<file path="src/rtl/colour_key_ctrl_pkg.sv">
// -----------------------------------------------------------------------------
// colour_key_ctrl_pkg
// Shared constants and types for the PS/2 colour-key controller:
//   - set-2 make codes for keys 1..8, Enter, break prefix and extended prefix
//   - the eight {R,G,B} colour constants
//   - the scan-code sequencer state type and the lookup result type
// -----------------------------------------------------------------------------
package colour_key_ctrl_pkg;

  // Set-2 make codes for the number row keys 1..8
  localparam logic [7:0] SC_KEY1  = 8'h16;
  localparam logic [7:0] SC_KEY2  = 8'h1E;
  localparam logic [7:0] SC_KEY3  = 8'h26;
  localparam logic [7:0] SC_KEY4  = 8'h25;
  localparam logic [7:0] SC_KEY5  = 8'h2E;
  localparam logic [7:0] SC_KEY6  = 8'h36;
  localparam logic [7:0] SC_KEY7  = 8'h3D;
  localparam logic [7:0] SC_KEY8  = 8'h3E;

  // Control codes
  localparam logic [7:0] SC_ENTER = 8'h5A;
  localparam logic [7:0] SC_BREAK = 8'hF0;
  localparam logic [7:0] SC_EXT   = 8'hE0;

  // Colours as {R,G,B}
  localparam logic [2:0] COLOUR_BLACK   = 3'b000;
  localparam logic [2:0] COLOUR_BLUE    = 3'b001;
  localparam logic [2:0] COLOUR_GREEN   = 3'b010;
  localparam logic [2:0] COLOUR_CYAN    = 3'b011;
  localparam logic [2:0] COLOUR_RED     = 3'b100;
  localparam logic [2:0] COLOUR_MAGENTA = 3'b101;
  localparam logic [2:0] COLOUR_YELLOW  = 3'b110;
  localparam logic [2:0] COLOUR_WHITE   = 3'b111;

  // Scan-code sequencer states: which prefix bytes precede the next byte
  typedef enum logic [1:0] {
    ST_IDLE      = 2'd0,
    ST_BREAK     = 2'd1,
    ST_EXT       = 2'd2,
    ST_EXT_BREAK = 2'd3
  } key_state_e;

  // Result of translating a scan code into a colour
  typedef struct packed {
    logic       hit;
    logic [2:0] colour;
  } colour_lookup_t;

  // True when a colour make code repeats the key that is already held
  function automatic logic is_typematic(input logic [7:0] code,
                                        input logic [7:0] held_code,
                                        input logic       held);
    return held && (code == held_code);
  endfunction

endpackage : colour_key_ctrl_pkg

</file>
<file path="src/rtl/ps2_colour_lookup.sv">
// -----------------------------------------------------------------------------
// ps2_colour_lookup
// Purely combinational translation of a make code into a colour.
// Ports:
//   code_i   [7:0]  scan code to translate
//   hit_o           1 when code_i is one of the eight colour keys
//   colour_o [2:0]  {R,G,B} colour for the key (000 when hit_o is 0)
// -----------------------------------------------------------------------------
module ps2_colour_lookup
  import colour_key_ctrl_pkg::*;
(
  input  logic [7:0] code_i,
  output logic       hit_o,
  output logic [2:0] colour_o
);

  colour_lookup_t result_s;

  // Map each number key onto its colour; everything else is a miss
  always_comb begin
    result_s = '{hit: 1'b0, colour: COLOUR_BLACK};
    case (code_i)
      SC_KEY1: result_s = '{hit: 1'b1, colour: COLOUR_BLACK};
      SC_KEY2: result_s = '{hit: 1'b1, colour: COLOUR_BLUE};
      SC_KEY3: result_s = '{hit: 1'b1, colour: COLOUR_GREEN};
      SC_KEY4: result_s = '{hit: 1'b1, colour: COLOUR_CYAN};
      SC_KEY5: result_s = '{hit: 1'b1, colour: COLOUR_RED};
      SC_KEY6: result_s = '{hit: 1'b1, colour: COLOUR_MAGENTA};
      SC_KEY7: result_s = '{hit: 1'b1, colour: COLOUR_YELLOW};
      SC_KEY8: result_s = '{hit: 1'b1, colour: COLOUR_WHITE};
      default: result_s = '{hit: 1'b0, colour: COLOUR_BLACK};
    endcase
  end

  assign hit_o    = result_s.hit;
  assign colour_o = result_s.colour;

endmodule : ps2_colour_lookup

</file>
<file path="src/rtl/colour_key_ctrl.sv">
// -----------------------------------------------------------------------------
// colour_key_ctrl
// Turns PS/2 scan-code bytes into a current colour selection and a
// req/ack draw request for the VGA plotting FSM.
// Ports:
//   clock              system clock, rising edge
//   resetn             synchronous active-low reset
//   scan_code   [7:0]  byte from the PS/2 receiver
//   scan_valid         one-cycle strobe qualifying scan_code
//   draw_ack           drawing FSM accepted the pending request
//   colour      [2:0]  currently selected {R,G,B}
//   draw_colour [2:0]  colour frozen for the pending draw
//   draw_req           draw request, held until draw_ack
//   key_held           a colour key is currently down
//   overrun            one-cycle pulse: Enter make dropped, request busy
// -----------------------------------------------------------------------------
module colour_key_ctrl
  import colour_key_ctrl_pkg::*;
#(
  parameter logic [7:0] ENTER_CODE   = SC_ENTER,
  parameter logic [7:0] BREAK_CODE   = SC_BREAK,
  parameter logic [7:0] EXT_CODE     = SC_EXT,
  parameter logic [2:0] RESET_COLOUR = COLOUR_BLACK
) (
  input  logic       clock,
  input  logic       resetn,
  input  logic [7:0] scan_code,
  input  logic       scan_valid,
  input  logic       draw_ack,
  output logic [2:0] colour,
  output logic [2:0] draw_colour,
  output logic       draw_req,
  output logic       key_held,
  output logic       overrun
);

  key_state_e state_q, state_d;
  logic [2:0] colour_q, colour_d;
  logic [2:0] draw_colour_q, draw_colour_d;
  logic       draw_req_q, draw_req_d;
  logic       key_held_q, key_held_d;
  logic       overrun_q, overrun_d;
  logic [7:0] held_code_q, held_code_d;
  logic       enter_held_q, enter_held_d;

  logic       hit_s;
  logic [2:0] lut_colour_s;

  ps2_colour_lookup u_lookup (
    .code_i   (scan_code),
    .hit_o    (hit_s),
    .colour_o (lut_colour_s)
  );

  // Next-state logic: prefix sequencing, held-key tracking and draw handshake
  always_comb begin
    state_d       = state_q;
    colour_d      = colour_q;
    draw_colour_d = draw_colour_q;
    draw_req_d    = draw_req_q;
    key_held_d    = key_held_q;
    overrun_d     = 1'b0;
    held_code_d   = held_code_q;
    enter_held_d  = enter_held_q;

    // Ack retires the request; an Enter in the same cycle still sees the
    // old draw_req_q and is therefore counted as an overrun below.
    if (draw_ack && draw_req_q) begin
      draw_req_d = 1'b0;
    end else begin
      draw_req_d = draw_req_q;
    end

    if (scan_valid) begin
      case (state_q)
        ST_IDLE: begin
          if (scan_code == BREAK_CODE) begin
            state_d = ST_BREAK;
          end else if (scan_code == EXT_CODE) begin
            state_d = ST_EXT;
          end else if (hit_s) begin
            // Typematic repeats of the held key are swallowed
            if (!is_typematic(scan_code, held_code_q, key_held_q)) begin
              colour_d    = lut_colour_s;
              held_code_d = scan_code;
              key_held_d  = 1'b1;
            end else begin
              colour_d    = colour_q;
            end
          end else if ((scan_code == ENTER_CODE) && !enter_held_q) begin
            enter_held_d = 1'b1;
            if (draw_req_q) begin
              overrun_d = 1'b1;
            end else begin
              draw_req_d    = 1'b1;
              draw_colour_d = colour_q;
            end
          end else begin
            // Enter repeat or unknown code: nothing to do
            state_d = ST_IDLE;
          end
        end
        ST_BREAK: begin
          state_d = ST_IDLE;
          if (is_typematic(scan_code, held_code_q, key_held_q)) begin
            key_held_d = 1'b0;
          end else if (scan_code == ENTER_CODE) begin
            enter_held_d = 1'b0;
          end else begin
            key_held_d = key_held_q;
          end
        end
        ST_EXT: begin
          // Extended keys carry no function; only track a following break
          if (scan_code == BREAK_CODE) begin
            state_d = ST_EXT_BREAK;
          end else begin
            state_d = ST_IDLE;
          end
        end
        ST_EXT_BREAK: begin
          state_d = ST_IDLE;
        end
        default: begin
          state_d = ST_IDLE;
        end
      endcase
    end else begin
      // Prefix states wait indefinitely for the next byte
      state_d = state_q;
    end
  end

  // State and output registers with synchronous active-low reset
  always_ff @(posedge clock) begin
    if (!resetn) begin
      state_q       <= ST_IDLE;
      colour_q      <= RESET_COLOUR;
      draw_colour_q <= RESET_COLOUR;
      draw_req_q    <= 1'b0;
      key_held_q    <= 1'b0;
      overrun_q     <= 1'b0;
      held_code_q   <= 8'h00;
      enter_held_q  <= 1'b0;
    end else begin
      state_q       <= state_d;
      colour_q      <= colour_d;
      draw_colour_q <= draw_colour_d;
      draw_req_q    <= draw_req_d;
      key_held_q    <= key_held_d;
      overrun_q     <= overrun_d;
      held_code_q   <= held_code_d;
      enter_held_q  <= enter_held_d;
    end
  end

  assign colour      = colour_q;
  assign draw_colour = draw_colour_q;
  assign draw_req    = draw_req_q;
  assign key_held    = key_held_q;
  assign overrun     = overrun_q;

endmodule : colour_key_ctrl

</file>
<file path="config.mk">
export PLATFORM = sky130hd
export DESIGN_NAME = colour_key_ctrl
export DESIGN_NICKNAME = d
export VERILOG_FILES = /design/src/rtl/colour_key_ctrl_pkg.sv /design/src/rtl/ps2_colour_lookup.sv /design/src/rtl/colour_key_ctrl.sv
export SDC_FILE = /design/constraint.sdc
export NUM_CORES = 1
export LEC_CHECK = 0
export CELL_PAD_IN_SITES_DETAIL_PLACEMENT = 1
export CELL_PAD_IN_SITES_GLOBAL_PLACEMENT = 1
export CORE_MARGIN = 2
export CORE_UTILIZATION = 34
export DETAILED_ROUTE_END_ITERATION = 16
export MAX_ROUTING_LAYER = met4
export PLACE_DENSITY = 0.72
export SLEW_MARGIN = 20
export SYNTH_ARGS = -nofsm -noshare
export SYNTH_HDL_FRONTEND = slang
export SYNTH_SLANG_ARGS = --single-unit
</file>
<file path="constraint.sdc">
create_clock -name clock -period 1.3 [get_ports clock]
set_input_delay 0.13 -clock clock [delete_from_list [all_inputs] [get_ports clock]]
set_output_delay 0.13 -clock clock [all_outputs]
set_load 0.02 [all_outputs]
</file>
Yosys cells after proc, flatten, opt, wreduce, memory -nomap -nowiden
Cells that the tools add are included.
- bitwise logic cells: 9
- equal/unequal tests: 26
- reduce and logical (&&, ||, !) cells: 13
- mux-type cells: 29
- operator list (operator ; number):
    $eq 8x6->1 const B ; 6
    $pmux 4 s8 ; 1
    $mux 1 ; 20
    $eq 8x5->1 const B ; 2
    $eq 8x8->1 const B ; 2
    $ne 2x2->1 const B ; 8
    $reduce_and 7->1 ; 2
    $mux 2 ; 5
    $not 1->1 ; 9
    $eq 8x7->1 const B ; 1
    $eq 8x8->1 ; 1
    $ne 4x4->1 const B ; 2
    $reduce_and 8->1 ; 1
    $reduce_or 7->1 ; 1
    $pmux 2 s3 ; 1
    $reduce_and 6->1 ; 1
    $eq 2x2->1 const B ; 2
    $pmux 1 s2 ; 2
    $logic_and 1x1->1 ; 3
    $reduce_and 3->1 ; 1
    $eq 2x1->1 const B ; 1
    $logic_not 2->1 ; 1
    $ne 2x1->1 const B ; 1
    $reduce_bool 2->1 ; 1
    2 further kinds ; 2
- register bits after elaboration: 20
- input bits: 12
- logic and storage cells: 85
- output and inout port bits: 9

Longest topological paths before layout
Gate-level depths: netlist of run 1.
- word-level depth: 9
- depth in mapped cells: 7
- depth with buffers taken out: 5

Modules after synthesis
Synthesis of run 1 repeated with hierarchy kept, for this count alone.
- cell total of the unflattened synthesis: 126
- area total of the unflattened synthesis: 1089.8 um^2
- modules (own cells, without submodules) (module ; area each (um^2) ; seq. area each (um^2) ; cells each ; instances):
    colour_key_ctrl ; 989.7 ; 400.4 ; 108 ; 1
    ps2_colour_lookup ; 100.1 ; 0.0 ; 18 ; 1

Worst setup path after synthesis of run 1
No wires, ideal clock.
- path kind: reg-to-reg
- from: reg held_code_q[1]
- to: reg colour_q[0] (netlist: colour[0])
- arrival time: 1.339 ns
- stages on the path, launching flop included: 7
- buffers on the path: 1
- required time: 1.228 ns
- clock period less this slack: 1.410 ns
- library setup time: 0.072 ns
- path slack: -0.110 ns
- cells stage by stage: dfxtp_1 > xor2_1 > nor4_2 > nand3_2 > nand4bb_2 > buf_6 > mux2i_1
- longest elaborated chain between the ends: 4
- ends and longest elaborated chain (item ; RTL line ; text):
    start: declaration ; colour_key_ctrl.sv:43 ; logic [7:0] held_code_q, held_code_d;
    start signal: assignment ; colour_key_ctrl.sv:152 ; held_code_q <= held_code_d;
    $eq 8x8->1 ; colour_key_ctrl_pkg.sv:53 ; return held && (code == held_code);
    $logic_and 1x1->1 ; colour_key_ctrl_pkg.sv:53 ;
    $not 1->1 (no source line) ; - ;
    $reduce_and 6->1 (no source line) ; - ;
    end signal: assignment ; colour_key_ctrl.sv:147 ; colour_q <= colour_d;
    end: declaration ; colour_key_ctrl.sv:38 ; logic [2:0] colour_q, colour_d;
No other way between the ends.
A chain may end at the register's enable or synchronous reset.

Final worst setup path of run 1
- from: reg held_code_q[0]
- to: reg held_code_q[4]
- longest elaborated chain between the ends: 4
- ends and longest elaborated chain (item ; RTL line):
    $eq 8x8->1 ; colour_key_ctrl_pkg.sv:53
    $logic_and 1x1->1 ; colour_key_ctrl_pkg.sv:53
    $not 1->1 (no source line) ; -
    $reduce_and 6->1 (no source line) ; -
No other way between the ends.

==> results of run 1 <==
power by group:
group          total, mW  leakage (nW)  switching, mW  internal [mW]
logic              0.190         0.508         0.0919         0.0985
registers          0.618         0.165        0.00241          0.616
clock network      0.520        0.0279          0.208          0.312
total               1.33         0.701          0.303           1.03
routing by layer:
layer | wire, microns | share of wire (%) | track usage, %
met1 | 1250 | 43 | 21.2
met2 | 1510 | 52 | 33.7
met3 | 71 | 2.5 | 2.16
met4 | 57 | 2.0 | 6.67
met5 | 0 | 0 | -
cells by family (layout without fill, tap and decap cells):
kind of cell | Yosys count | in the layout | share of synthesized area [%]
simple gates | 51 | 51 | 30.4
mux | 10 | 10 | 9.29
flops | 20 | 20 | 37.2
buf+inv | 9 | 52 | 5.34
compound gates | 16 | 16 | 10.5
xor+xnor | 9 | 9 | 7.32
worst max-delay path by stage:
stage                                startpoint                     endpoint  slack [ns]
finish              held_code_q[0]$_SDFFE_PN0P_  held_code_q[4]$_SDFFE_PN0P_       -0.23
global route        held_code_q[0]$_SDFFE_PN0P_  held_code_q[4]$_SDFFE_PN0P_       -0.33
CTS                 held_code_q[7]$_SDFFE_PN0P_  held_code_q[4]$_SDFFE_PN0P_       -0.28
detailed placement                 scan_code[4]  draw_colour[0]$_SDFFE_PN0P_       -0.70
global placement                   scan_code[1]  draw_colour[2]$_SDFFE_PN0P_       -0.59
floorplan           held_code_q[2]$_SDFFE_PN0P_       colour[0]$_SDFFE_PN0P_       -0.10
worst max-delay path, delay by kind of cell (launching register included):
| family | cells | cell delay, ns |
|---|---|---|
| xor+xnor | 1 | 0.18 |
| buf+inv | 1 | 0.13 |
| mux | 1 | 0.19 |
| flops | 1 | 0.35 |
| simple gates | 3 | 0.61 |
through the flow:
stage / TNS, ns / instances / hold WS (ns) / cell area (sq um) / total power, mW
after floorplan: -0.940 / 115 / 0.269 / 1090 / 0.718
after global placement: -9.80 / 192 / 0.460 / 1450 / 0.803
after detailed placement: -11.06 / 192 / 0.465 / 1450 / 0.809
after CTS: -3.38 / 201 / 0.311 / 1550 / 1.34
after global routing: -4.54 / 202 / 0.310 / 1600 / 1.39
final: -3.02 / 202 / 0.301 / 1600 / 1.33
cell type report:
cell class / instances / area (sq um) / area share, %
Clock buffer: 3 / 22.5 / 1.41
Multi-Input combinational cell: 86 / 684 / 42.8
Clock inverter: 1 / 30.0 / 1.88
Inverter: 2 / 7.51 / 0.469
Tap cell: 44 / 55.1 / 3.44
Timing Repair Buffer: 46 / 390 / 24.4
Sequential cell: 20 / 409 / 25.6
synthesized netlist by cell type (all sizes together):
master / instances / share of area, %
a2111oi: 1 / 0.81
a21boi: 5 / 3.5
a21oi: 1 / 0.46
a32o: 1 / 0.93
and3: 2 / 1.2
and3b: 1 / 0.81
and4b: 1 / 0.93
buf: 4 / 3.6
clkbuf: 3 / 1.0
dfxtp: 20 / 37
inv: 2 / 0.70
mux2i: 10 / 9.3
nand2: 16 / 5.6
nand2b: 7 / 4.1
nand3: 5 / 2.8
nand4: 1 / 0.58
nand4bb: 1 / 1.5
nor2: 3 / 1.0
nor2b: 5 / 2.9
nor3: 1 / 0.46
nor3b: 3 / 2.1
nor4: 4 / 5.7
nor4b: 1 / 0.81
o21a: 3 / 2.1
o21ai: 3 / 1.4
o22ai: 1 / 0.58
o31ai: 1 / 0.70
xor2: 9 / 7.3
flip-flops by register name, indices dropped and copies added, names as in the netlist:
name and count:
key_held 1, draw_req 1, state_q 2, held_code_q 8
draw_colour 3, overrun 1, colour 3, enter_held_q 1
what timing repair did:
item,4_1_cts,5_1_grt
endpoints found under the setup margin,27,20
cloned,0,0
pin swaps,6,7
endpoints found under the hold margin,0,0
buffers inserted,5,1
gates resized for setup,24,11
==> metrics.cfg, run 1 <==
[finish]
layout_commonest_cell = buf_4
fillers = 350
diodes = 0
synthToLayoutAreaGrowth_pct = 48.4
fin_util_pct = 52.8
nets = 171
mostFrequentLayoutCells = buf_4 (23), nand2_1 (16), dfxtp_1 (13), dlygate4sd2_1 (13), mux2i_1 (9)
drive_gt1_share_pct = 31.6

[sta]
fin_ws_ns = -0.235
worst_pin_slew_ns = 0.443
finalHoldViolCount = 0
grt_setup_unrepaired = true
relSlewSlack_pct = 69.7
slew_viol_final = 0
finalSetupViolCount = 17
min_period_over_period_pct = 118
fmax_mhz = 651
fin_crit_ns = 1.53
skew_ns = 0.00985

[die]
fp.dieH_microns = 60.3
num_rows = 20
die_area_sq_um = 3630
core_sq_um = 3030
start_util_pct = 35.6
die_x_microns = 60.3
pin_count = 21

[setup_path]
critPathMaxStageDelay_ns = 0.35
worstPathRequired_ns = 1.54
critPathMaxFanout = 4
ff2ff_path_depth = 6
r2r_setup_slack_ns = -0.23
reg2reg_to = held_code_q[4]$_SDFFE_PN0P_
cp-end-kind = flip-flop
cp-start-kind = flip-flop
r2r-start = held_code_q[0]$_SDFFE_PN0P_
crit_slowest_cell = dfxtp_2
path_cells = xor2_1, nor4_4, nand3_2, nand4bb_4, buf_6, mux2i_1
cp.arrival_ns = 1.77
crit_type = flip-flop to flip-flop

[power_and_ir_drop]
p_leak_nw = 0.701
p_per_area_nw_per_um2 = 831
vdd_ir_drop_max_uv = 615

[detailed_routing]
routedWlPerCell_microns = 14.3
num_vias = 985
drt-total-wl_mm = 2.89
antenna_left = 0
drt_iter0_drc = 12
vias_per_cell = 4.88
firstDrtPassIters = 4
drc = 0

[min_path]
min_path_type = input pin to flip-flop
min_path_cells = 3
min_from = scan_code[3]
holdPathEnd = held_code_q[3]$_SDFFE_PN0P_

[status]
outcome = complete, but fails checks
violations = negative setup slack

[global_route]
grt_overflow = 0
grt_pass1_vias = 1024
grt_max_degree = 27
grt_pass1_wl_mm = 4.82
antenna_found_initial = 0
grtUsageTotal_pct = 18.8

[place]
dp_hpwl_mm = 2.17
place_ws_ns = -0.700
place_congestion = 0.892
portBuffers = 20

[clocking]
cts.clk_slew.worst_paths_ns = 0.12
clock-sinks = 20
ctsHoldBuffers = 0
cts_buffer_depth = 2
cts_buffers = 3
clock_latency_ns = 0.32
cts_tree = yes
clock-root-buffer = clkbuf_4
htreeDepth = 1

[synthesis]
synth_cell_types = 32
ys_ff_latch = 20
ys_warn_count = 0
synth_area_sq_um = 1080
synthCells = 115
syn_area_per_cell_sq_um = 9.37
seq_area_frac_synth_pct = 37.2
syn_nets = 127

[job]
max_cap_violations = 0

(Power assumes the default switching activity.)
==> run 2, diff against run 1 <==
Settings changed: CORE_MARGIN 2 to 1.5, SLEW_MARGIN 20 to not set, TNS_END_PERCENT set to 10.
==> run 2 against run 1 <==
Core utilization rose by 0.95 points. Die area fell by 3.3%. Non-clock buffer count rose by 1. Sequential share of layout area fell by 0.76 points. Routed wire length rose by 13%. Clock skew fell by 0.0024 ns. The flow still finishes with violations (negative setup slack). Via count rose by 1.5%. Register-to-register slack got worse by 0.07 ns. Critical path depth did not move.
==> metrics.cfg, run 2 (same netlist as run 1, synthesis figures left out) <==
[min_path]
min_path_cells = 5  ; was 3
min_path_type = input pin to flip-flop  ; unchanged
holdPathEnd = colour[0]$_SDFFE_PN0P_  ; was held_code_q[3]$_SDFFE_PN0P_
min_from = scan_code[7]  ; was scan_code[3]

[sta]
relSlewSlack_pct = 76.4  ; was 69.7%
finalSetupViolCount = 17  ; unchanged
min_period_over_period_pct = 123  ; was 118%
finalHoldViolCount = 0  ; unchanged
slew_viol_final = 0  ; unchanged
whs_ns = 0.375  ; was 0.301 ns
grt_setup_unrepaired = true  ; unchanged
fmax_mhz = 624  ; was 651 MHz
worst_pin_slew_ns = 0.353  ; was 0.443 ns
skew_ns = 0.00740  ; was 0.00985 ns
fin_ws_ns = -0.302  ; was -0.235 ns
fin_crit_ns = 1.60  ; was 1.53 ns

[detailed_routing]
met3_length_microns = 96  ; was 71 microns
drt-total-wl_mm = 3.27  ; was 2.89 mm
routed.top_layer = met4  ; unchanged
vias_per_cell = 4.93  ; was 4.88
firstDrtPassIters = 4  ; unchanged
m1WireLength_mm = 1.45  ; was 1.25 mm
antenna_left = 0  ; unchanged
routedWlPerCell_microns = 16.1  ; was 14.3 microns
drc = 0  ; unchanged
dr_wl_met2_mm = 1.67  ; was 1.51 mm
num_vias = 1000  ; was 985
drt_iter0_drc = 20  ; was 12

[clocking]
ctsHoldBuffers = 0  ; unchanged
clock_latency_ns = 0.33  ; was 0.32 ns
htreeDepth = 1  ; unchanged
cts.clk_slew.worst_paths_ns = 0.13  ; was 0.12 ns
clock-root-buffer = clkbuf_4  ; unchanged
cts_tree = yes  ; unchanged
clock-sinks = 20  ; unchanged
cts_buffers = 3  ; unchanged
cts_buffer_depth = 2  ; unchanged

[finish]
diodes = 0  ; unchanged
fin_util_pct = 53.8  ; was 52.8%
post-route-cell-area_sq_um = 1630  ; was 1600 sq um
synthToLayoutAreaGrowth_pct = 51.1  ; was 48.4%
fillers = 352  ; was 350
layout_commonest_cell = buf_4  ; unchanged
mostFrequentLayoutCells = buf_4 (25), dfxtp_1 (17), nand2_1 (16)  ; was buf_4 (23), nand2_1 (16), dfxtp_1 (13), dlygate4sd2_1 (13), mux2i_1 (9)
top_register = held_code_q  ; unchanged
largest_reg_flops = 8  ; unchanged
nets = 172  ; was 171
drive_gt1_share_pct = 30.8  ; was 31.6%

[setup_path]
path_cells = xor2_1, nor4_4, nand3_4, nand4bb_4, buf_4, mux2i_1  ; was xor2_1, nor4_4, nand3_2, nand4bb_4, buf_6, mux2i_1
cp.arrival_ns = 1.87  ; was 1.77 ns
worstPathRequired_ns = 1.57  ; was 1.54 ns
cp-end-kind = flip-flop  ; unchanged
ff2ff_path_depth = 6  ; unchanged
critPathMaxStageDelay_ns = 0.38  ; was 0.35 ns
r2r_setup_slack_ns = -0.30  ; was -0.23 ns
reg2reg_to = colour[2]$_SDFFE_PN0P_  ; was held_code_q[4]$_SDFFE_PN0P_
crit_type = flip-flop to flip-flop  ; unchanged
critPathMaxFanout = 8  ; was 4
crit_slowest_cell = nor4_4  ; was dfxtp_2
r2r-start = held_code_q[5]$_SDFFE_PN0P_  ; was held_code_q[0]$_SDFFE_PN0P_
cp-start-kind = flip-flop  ; unchanged

[global_route]
antenna_found_initial = 0  ; unchanged
grt_pass1_vias = 1070  ; was 1,024
grt_pass1_wl_mm = 5.09  ; was 4.82 mm
grtUsageTotal_pct = 20.4  ; was 18.8%
grt_max_degree = 14  ; was 27
grt_overflow = 0  ; unchanged

[place]
place_congestion = 0.868  ; was 0.892
portBuffers = 20  ; unchanged
placed_area_sq_um = 1480  ; was 1450 sq um
dp_hpwl_mm = 2.29  ; was 2.17 mm
place_ws_ns = -0.787  ; was -0.700 ns

[die]
core_sq_um = 3030  ; unchanged
die_area_sq_um = 3520  ; was 3630 sq um
pin_count = 21  ; unchanged
fp.dieH_microns = 59.3  ; was 60.3 microns
num_rows = 20  ; unchanged
start_util_pct = 35.6  ; unchanged
die_x_microns = 59.3  ; was 60.3 microns

[power_and_ir_drop]
p_leak_nw = 0.727  ; was 0.701 nW
vdd_ir_drop_max_uv = 525  ; was 615 uV
p_per_area_nw_per_um2 = 835  ; was 831 nW/um^2

[job]
max_cap_violations = 0  ; unchanged

[status]
violations = negative setup slack  ; unchanged
outcome = complete, but fails checks  ; unchanged

-- run 2: cell count changes in the layout (fill, tap and decap cells not counted), sizes merged --
| cell | change |
|---|---|
| dlymetal6s2s | +2 |
| buf | +1 |
| clkdlybuf4s15 | -1 |
| dlygate4sd2 | -1 |
-- run 2: area by class of cell --
cell class	instances	area, sq um	share of cell area, %
multi-input cells	86	699	43.0
repair buffers	47	409	25.1
inverters	2	7.51	0.461
clock inverters	1	30.0	1.84
well taps	44	55.1	3.38
flip-flops and latches	20	404	24.8
clock buffers	3	22.5	1.38
-- run 2: what timing repair did --
action | CTS | global route
gates resized for setup | 21 | 15
buffers inserted | 2 | 1
setup endpoints to repair | 29 | 20
pin swaps | 3 | 3
-- run 2: power breakdown --
| group | total [mW] | switching [mW] | internal (mW) | leakage, nW |
|---|---|---|---|---|
| Combinational | 0.206 | 0.102 | 0.104 | 0.537 |
| Clock | 0.535 | 0.222 | 0.312 | 0.0279 |
| Sequential | 0.618 | 0.00249 | 0.616 | 0.163 |
| Total | 1.36 | 0.327 | 1.03 | 0.727 |
-- run 2: worst max-delay path, delay by kind of cell, from the launching register on --
| family | cells | cell delay [ns] |
|---|---|---|
| AND/OR/NAND/NOR | 3 | 0.69 |
| flip-flops | 1 | 0.34 |
| XOR/XNOR | 1 | 0.19 |
| multiplexers | 1 | 0.17 |
| buffers and inverters | 1 | 0.15 |
-- run 2: worst max-delay path by stage --
stage                             endpoint                         from  cells after the start
6_report            colour[2]$_SDFFE_PN0P_  held_code_q[5]$_SDFFE_PN0P_                      6
5_1_grt        held_code_q[4]$_SDFFE_PN0P_  held_code_q[5]$_SDFFE_PN0P_                      6
4_1_cts             colour[2]$_SDFFE_PN0P_  held_code_q[7]$_SDFFE_PN0P_                      6
3_5_place_dp   held_code_q[0]$_SDFFE_PN0P_                 scan_code[4]                      7
3_3_place_gp   held_code_q[1]$_SDFFE_PN0P_                 scan_code[4]                      7
2_1_floorplan       colour[0]$_SDFFE_PN0P_  held_code_q[2]$_SDFFE_PN0P_                      6
-- run 2: per-layer routing --
layer | vias to the layer above | track usage, %
met1 | 488 | 24.8
met4 | 0 | 5.84
li1 | 487 | -
met2 | 20 | 35.5
met3 | 5 | 1.97
met5 | - | -
-- run 2: metrics by stage --
stage                     power, mW  cells  TNS [ns]
after floorplan               0.716    115     -1.27
after global placement        0.807    196    -11.31
after detailed placement      0.816    196    -12.20
after CTS                      1.35    202     -3.51
after global routing           1.42    203     -4.74
final                          1.36    203     -3.35
